===== config.mk =====
export PLATFORM = sky130hd
export DESIGN_NAME = dnn_mem_arbiter_flat
export DESIGN_NICKNAME = d
export VERILOG_FILES = /design/src/rtl/dnn_mem_arbiter_if.sv /design/src/rtl/dnn_mem_arbiter.sv /design/src/flat_wrapper.sv
export SDC_FILE = /design/constraint.sdc
export NUM_CORES = 1
export LEC_CHECK = 0
export CAP_MARGIN = 20
export CORE_AREA = 5 5 95 97
export DETAILED_ROUTE_END_ITERATION = 12
export DIE_AREA = 0 0 100 102
export PLACE_DENSITY = 0.73
export SLEW_MARGIN = 25
export SYNTH_ARGS = -nofsm -noshare
export SYNTH_HDL_FRONTEND = slang
export SYNTH_SLANG_ARGS = --single-unit

===== constraint.sdc =====
create_clock -name clk -period 1.7 [get_ports clk]
set_input_delay 0.34 -clock clk [delete_from_list [all_inputs] [get_ports clk]]
set_output_delay 0.34 -clock clk [all_outputs]
set_load 0.02 [all_outputs]

===== src/rtl/dnn_mem_arbiter_if.sv =====
// rtl/dnn_mem_arbiter_if.sv - Avalon-MM requester port bundle for the SRAM arbiter
interface dnn_mem_arbiter_if #(
  parameter int AW = 10,
  parameter int DW = 32
);
  logic [AW-1:0]   address;
  logic [DW/8-1:0] byteenable;
  logic            read;
  logic            write;
  logic [DW-1:0]   writedata;
  logic            waitrequest;
  logic [DW-1:0]   readdata;
  logic            readdatavalid;
  logic            err;

  // Requester side drives the command, receives handshake/response
  modport master (
    output address, byteenable, read, write, writedata,
    input  waitrequest, readdata, readdatavalid, err
  );

  // Arbiter side receives the command, drives handshake/response
  modport slave (
    input  address, byteenable, read, write, writedata,
    output waitrequest, readdata, readdatavalid, err
  );
endinterface


===== src/rtl/dnn_mem_arbiter.sv =====
// rtl/dnn_mem_arbiter.sv - round-robin two-port arbiter onto one single-port SRAM
module dnn_mem_arbiter #(
  parameter int AW    = 10,
  parameter int DW    = 32,
  parameter int DEPTH = 800
) (
  input  logic                clk,
  input  logic                rst_n,
  dnn_mem_arbiter_if.slave    p0,
  dnn_mem_arbiter_if.slave    p1,
  input  logic                err_clr,
  output logic [AW-1:0]       mem_address,
  output logic [DW/8-1:0]     mem_byteenable,
  output logic                mem_chipselect,
  output logic                mem_write,
  output logic [DW-1:0]       mem_writedata,
  output logic                mem_clken,
  input  logic [DW-1:0]       mem_readdata
);

  localparam logic [AW:0] DEPTH_W = (AW+1)'(DEPTH);

  logic            prio_q, prio_d;
  logic            rd_pending_q, rd_pending_d;
  logic            rd_port_q, rd_port_d;
  logic            rd_oor_q, rd_oor_d;
  logic            err0_q, err0_d;
  logic            err1_q, err1_d;

  logic            req0, req1, both, gnt_vld, gnt_port;
  logic [AW-1:0]   sel_addr;
  logic [DW/8-1:0] sel_be;
  logic [DW-1:0]   sel_wd;
  logic            sel_wr;
  logic            in_range;
  logic            acc_rd, acc_oor;
  logic [DW-1:0]   rd_data;

  // A write strobe alongside read still counts as a request (write wins later)
  assign req0     = p0.read | p0.write;
  assign req1     = p1.read | p1.write;
  assign both     = req0 & req1;
  assign gnt_vld  = req0 | req1;
  assign gnt_port = both ? prio_q : req1;

  // Winner's command mux and range check
  always_comb begin
    sel_addr = p0.address;
    sel_be   = p0.byteenable;
    sel_wd   = p0.writedata;
    sel_wr   = p0.write;
    if (gnt_port) begin
      sel_addr = p1.address;
      sel_be   = p1.byteenable;
      sel_wd   = p1.writedata;
      sel_wr   = p1.write;
    end
    in_range = ({1'b0, sel_addr} < DEPTH_W);
  end

  // SRAM drive: quiet with no grant, chipselect/write suppressed out of range
  always_comb begin
    mem_address    = '0;
    mem_byteenable = '0;
    mem_writedata  = '0;
    mem_chipselect = 1'b0;
    mem_write      = 1'b0;
    if (gnt_vld) begin
      mem_address    = sel_addr;
      mem_byteenable = sel_be;
      mem_writedata  = sel_wd;
      mem_chipselect = in_range;
      mem_write      = sel_wr & in_range;
    end
  end

  assign mem_clken = 1'b1;

  assign acc_rd  = gnt_vld & ~sel_wr;
  assign acc_oor = gnt_vld & ~in_range;

  // Next-state: pointer moves to the loser only under contention
  always_comb begin
    prio_d       = both ? ~gnt_port : prio_q;
    rd_pending_d = acc_rd;
    rd_port_d    = gnt_port;
    rd_oor_d     = ~in_range;
    err0_d       = (acc_oor & ~gnt_port) | (err0_q & ~err_clr);
    err1_d       = (acc_oor &  gnt_port) | (err1_q & ~err_clr);
  end

  // State registers; reset drops any read in flight
  always_ff @(posedge clk or negedge rst_n) begin
    if (!rst_n) begin
      prio_q       <= 1'b0;
      rd_pending_q <= 1'b0;
      rd_port_q    <= 1'b0;
      rd_oor_q     <= 1'b0;
      err0_q       <= 1'b0;
      err1_q       <= 1'b0;
    end else begin
      prio_q       <= prio_d;
      rd_pending_q <= rd_pending_d;
      rd_port_q    <= rd_port_d;
      rd_oor_q     <= rd_oor_d;
      err0_q       <= err0_d;
      err1_q       <= err1_d;
    end
  end

  assign rd_data = rd_oor_q ? '0 : mem_readdata;

  assign p0.waitrequest   = ~(gnt_vld & ~gnt_port);
  assign p1.waitrequest   = ~(gnt_vld &  gnt_port);
  assign p0.readdatavalid = rd_pending_q & ~rd_port_q;
  assign p1.readdatavalid = rd_pending_q &  rd_port_q;
  assign p0.readdata      = p0.readdatavalid ? rd_data : '0;
  assign p1.readdata      = p1.readdatavalid ? rd_data : '0;
  assign p0.err           = err0_q;
  assign p1.err           = err1_q;

endmodule


===== src/flat_wrapper.sv =====
// flat-port wrapper written by rule: the top's interface ports become plain ports
module dnn_mem_arbiter_flat 
#(
  parameter int AW    = 10,
  parameter int DW    = 32,
  parameter int DEPTH = 800
)
  (clk, rst_n, err_clr, mem_address, mem_byteenable, mem_chipselect, mem_write, mem_writedata, mem_clken, mem_readdata, p0_address, p0_byteenable, p0_read, p0_write, p0_writedata, p0_waitrequest, p0_readdata, p0_readdatavalid, p0_err, p1_address, p1_byteenable, p1_read, p1_write, p1_writedata, p1_waitrequest, p1_readdata, p1_readdatavalid, p1_err);
  dnn_mem_arbiter_if #(.AW(AW), .DW(DW)) p0_i ();
  dnn_mem_arbiter_if #(.AW(AW), .DW(DW)) p1_i ();
  input  logic clk;
  input  logic rst_n;
  input  logic err_clr;
  output logic [AW-1:0] mem_address;
  output logic [DW/8-1:0] mem_byteenable;
  output logic mem_chipselect;
  output logic mem_write;
  output logic [DW-1:0] mem_writedata;
  output logic mem_clken;
  input  logic [DW-1:0] mem_readdata;
  input wire logic [$bits(p0_i.address)-1:0] p0_address;
  input wire logic [$bits(p0_i.byteenable)-1:0] p0_byteenable;
  input wire logic [$bits(p0_i.read)-1:0] p0_read;
  input wire logic [$bits(p0_i.write)-1:0] p0_write;
  input wire logic [$bits(p0_i.writedata)-1:0] p0_writedata;
  output wire logic [$bits(p0_i.waitrequest)-1:0] p0_waitrequest;
  output wire logic [$bits(p0_i.readdata)-1:0] p0_readdata;
  output wire logic [$bits(p0_i.readdatavalid)-1:0] p0_readdatavalid;
  output wire logic [$bits(p0_i.err)-1:0] p0_err;
  input wire logic [$bits(p1_i.address)-1:0] p1_address;
  input wire logic [$bits(p1_i.byteenable)-1:0] p1_byteenable;
  input wire logic [$bits(p1_i.read)-1:0] p1_read;
  input wire logic [$bits(p1_i.write)-1:0] p1_write;
  input wire logic [$bits(p1_i.writedata)-1:0] p1_writedata;
  output wire logic [$bits(p1_i.waitrequest)-1:0] p1_waitrequest;
  output wire logic [$bits(p1_i.readdata)-1:0] p1_readdata;
  output wire logic [$bits(p1_i.readdatavalid)-1:0] p1_readdatavalid;
  output wire logic [$bits(p1_i.err)-1:0] p1_err;
  assign p0_i.address = p0_address;
  assign p0_i.byteenable = p0_byteenable;
  assign p0_i.read = p0_read;
  assign p0_i.write = p0_write;
  assign p0_i.writedata = p0_writedata;
  assign p0_waitrequest = p0_i.waitrequest;
  assign p0_readdata = p0_i.readdata;
  assign p0_readdatavalid = p0_i.readdatavalid;
  assign p0_err = p0_i.err;
  assign p1_i.address = p1_address;
  assign p1_i.byteenable = p1_byteenable;
  assign p1_i.read = p1_read;
  assign p1_i.write = p1_write;
  assign p1_i.writedata = p1_writedata;
  assign p1_waitrequest = p1_i.waitrequest;
  assign p1_readdata = p1_i.readdata;
  assign p1_readdatavalid = p1_i.readdatavalid;
  assign p1_err = p1_i.err;
  dnn_mem_arbiter #(.AW(AW), .DW(DW), .DEPTH(DEPTH)) u_core (.clk(clk), .rst_n(rst_n), .p0(p0_i), .p1(p1_i), .err_clr(err_clr), .mem_address(mem_address), .mem_byteenable(mem_byteenable), .mem_chipselect(mem_chipselect), .mem_write(mem_write), .mem_writedata(mem_writedata), .mem_clken(mem_clken), .mem_readdata(mem_readdata));
endmodule

==> out/metrics.yaml <==
setup_path:
  crit_fanout: 6
  critPathBufInv: 4
  cp.arrival_ns: 1.64
  cpPeakStageDelay_ns: 0.60
  cpLargestDelayFamily: "simple AND/OR/NAND/NOR gates"
  r2r-end: "u_core.p0.err"
  crit_slowest_cell: "or4_4"
  r2r_slack_ns: 0.31
  cp-start-kind: "primary input"
  cp_cell_sequence: "buf_6 -> or4_4 -> buf_12 -> buf_16 -> nand2_4 -> o21ai_4 -> buf_6"
  setup.worst_path.start: "p0_read"
  endpoint_kind: "primary output"
  r2r_cells: 5
  crit_top_cell: "buf_6"
  cp.required_ns: 1.36
  critPathKind: "in -> out"
  r2r_start: "u_core.prio_q"
yosys:
  synth_warnings: 0
  synth_fa_ha_area_share_pct: 0
  synth-async-reset-ratio_pct: 100
  synth-simple-area-share_pct: 56.9
  synth_compound_area_share_pct: 21.2
  synth_mux_area_share_pct: 0
  netlist_area_mm2: 0.00160
  synth_nets: 436
  synth-seq-cells: 6
  synth.avg_cell_area_um2: 5.24
  synthXorXnorAreaFrac_pct: 0.548
  ys_seq_area_share_pct: 9.40
  synth_top_family_by_area: "simple AND/OR/NAND/NOR gates"
  ys_types: 29
  synth_ff_type: "dfrtp_1"
  yosysTopAreaCellShare_pct: 15.3
  yosys.area.top_type: "nor2_1"
  synth_edf_count: 0
  synthCells: 305
  synth_area_leaders: "nor2_1, nand3_1, nand2b_1, o21ai_1, nand2_1"
floorplan:
  core.rowCount: 33
  fp.dieW_um: 100
  initial_core_util_pct: 19.8
  ios: 250
  fp.dieArea_mm2: 0.0102
  die_h_um: 102
  core_area_mm2: 0.00805
place:
  placed_area_mm2: 0.00478
  dp_hpwl_mm: 8.97
  port_buffers: 248
  routabilityCongestion: 0.830
routing:
  first_pass_iters: 4
  finalWirelength_mm: 13.0
  dr.first_iter.drc_count: 75
  vias_per_cell: 4.85
  remaining_drc_errors: 0
  wire_per_inst_um: 18.9
  ant_nets: 0
  vias: 3328
cts:
  cts_root_buffer: "clkbuf_8"
  cts_buffer_depth: 2
  cts_buffers: 3
  cts.clk_slew.worst_paths_ns: 0.04
  clk_latency_ns: 0.23
  holdBufCountCts: 0
  htree_levels: 1
  cts.sinks: 6
  cts_tree: "built"
timing:
  period_needed_ns: 1.98
  finalHoldViolations: 0
  drv_slew: 0
  fmax_mhz: 505
  rsz0062_at_grt: "yes"
  setup_ws_ns: -0.280
  worst_clock_skew_ns: 0.00783
  final-setup-viol-count: 49
  timing.final.crit_share_pct: 116
  tns_ns: -10.59
power_and_ir_drop:
  leakage_uw: 0.00248
  p_per_area_mw_per_mm2: 949
  peakVddDrop_mv: 0.524
final_layout:
  layout-drive-gt1-share_pct: 49.7
  antenna_cells: 0
  finalNetCount: 714
  n_fill_cell: 670
  fin_area_mm2: 0.00544
  syn2layout_area_growth_pct: 241
global_routing:
  grt_pass1_wl_mm: 18.4
  antenna_found_initial: 0
  grt_pass1_vias: 3444
  grt_max_degree: 33
  overflow: 0
  grt_usage_pct: 22.6
run_status:
  status: "finished with violations"
  violations: "negative setup slack"
min_path:
  hp-class: "in -> async"
flow_run:
  drv_cap: 0
## through the flow
step / cells / util [%] / hold slack (ns) / setup slack, ns / power, uW
floorplan: 305 / - / 0.0444 / -0.0910 / 2380
global placement: 659 / 59.3 / 0.518 / -0.997 / 4220
detailed placement: 659 / 59.3 / 0.523 / -1.01 / 4270
CTS: 686 / 69.9 / 0.364 / -0.373 / 5010
global route: 686 / 67.6 / 0.373 / -0.309 / 5430
finish: 686 / 67.6 / 0.358 / -0.280 / 5170
## cells in the final DEF, fill, tap and decap left out, types with 8 or more instances in the layout
cell / count
buf_4: 30
nor2_1: 65
nand2_4: 37
clkbuf_2: 31
buf_2: 41
buf_16: 8
buf_12: 10
nand2b_1: 33
nand3_1: 41
buf_6: 57
clkdlybuf4s50_1: 118
o21ai_4: 35
## sequential cells by signal, summed over array words and instances, names as in the netlist
register / count
u_core.rd_oor_q: 1
u_core.rd_pending_q: 1
u_core.p0.err: 1
u_core.prio_q: 1
u_core.rd_port_q: 1
u_core.p1.err: 1
## Yosys cell counts (2+ instances only)
cell / n
nor2_1: 65
nand3_1: 46
nand2_1: 45
o21ai_1: 39
nand2b_1: 34
buf_2: 11
clkbuf_1: 11
o21ai_0: 9
a21oi_1: 8
dfrtp_1: 6
inv_1: 5
buf_6: 4
clkbuf_2: 4
nor3_1: 2
o311ai_0: 2
## worst max path at each step
stage                              to  depth (start not counted)
finish               mem_writedata[4]                          7
global route         mem_writedata[8]                          7
global placement    mem_writedata[31]                          7
floorplan              mem_address[0]                          6
CTS                 mem_writedata[31]                          8
detailed placement  mem_writedata[31]                          7
## report_power, final
group          total, uW  leakage [uW]  switching, uW  internal (uW)
Sequential           208     0.0000752           26.5            182
Combinational       4740       0.00238           2430           2310
Clock                216     0.0000216           63.3            152
Total               5170       0.00248           2520           2650
## layer usage
layer	track usage, %	routed length, um
met1	23.4	4580
met3	7.85	1360
met5	0	0
met4	3.21	108
met2	44.9	6910
## cell type report
class | count | area (um2) | area share (%)
multi-input cells | 263 | 2120 | 39.0
clock buffers | 3 | 41.3 | 0.758
well taps | 105 | 131 | 2.41
flip-flops and latches | 6 | 150 | 2.76
repair buffers | 304 | 2970 | 54.5
inverters | 5 | 31.3 | 0.575
## timing repair
item / CTS / global route
setup endpoints to repair: 116 / 114
cloned: 10 / 2
resized for setup: 600 / 117
setup buffers: 15 / 1
pin swaps: 45 / 19
## cells by family after synthesis
family / after synthesis
and+or+nand+nor: 198
AOI/OAI and AO/OA: 63
buffers and inverters: 36
DFF: 6
xor gates and xnor gates: 1
other: 1
Note: power is estimated with default switching activity, not from simulation.
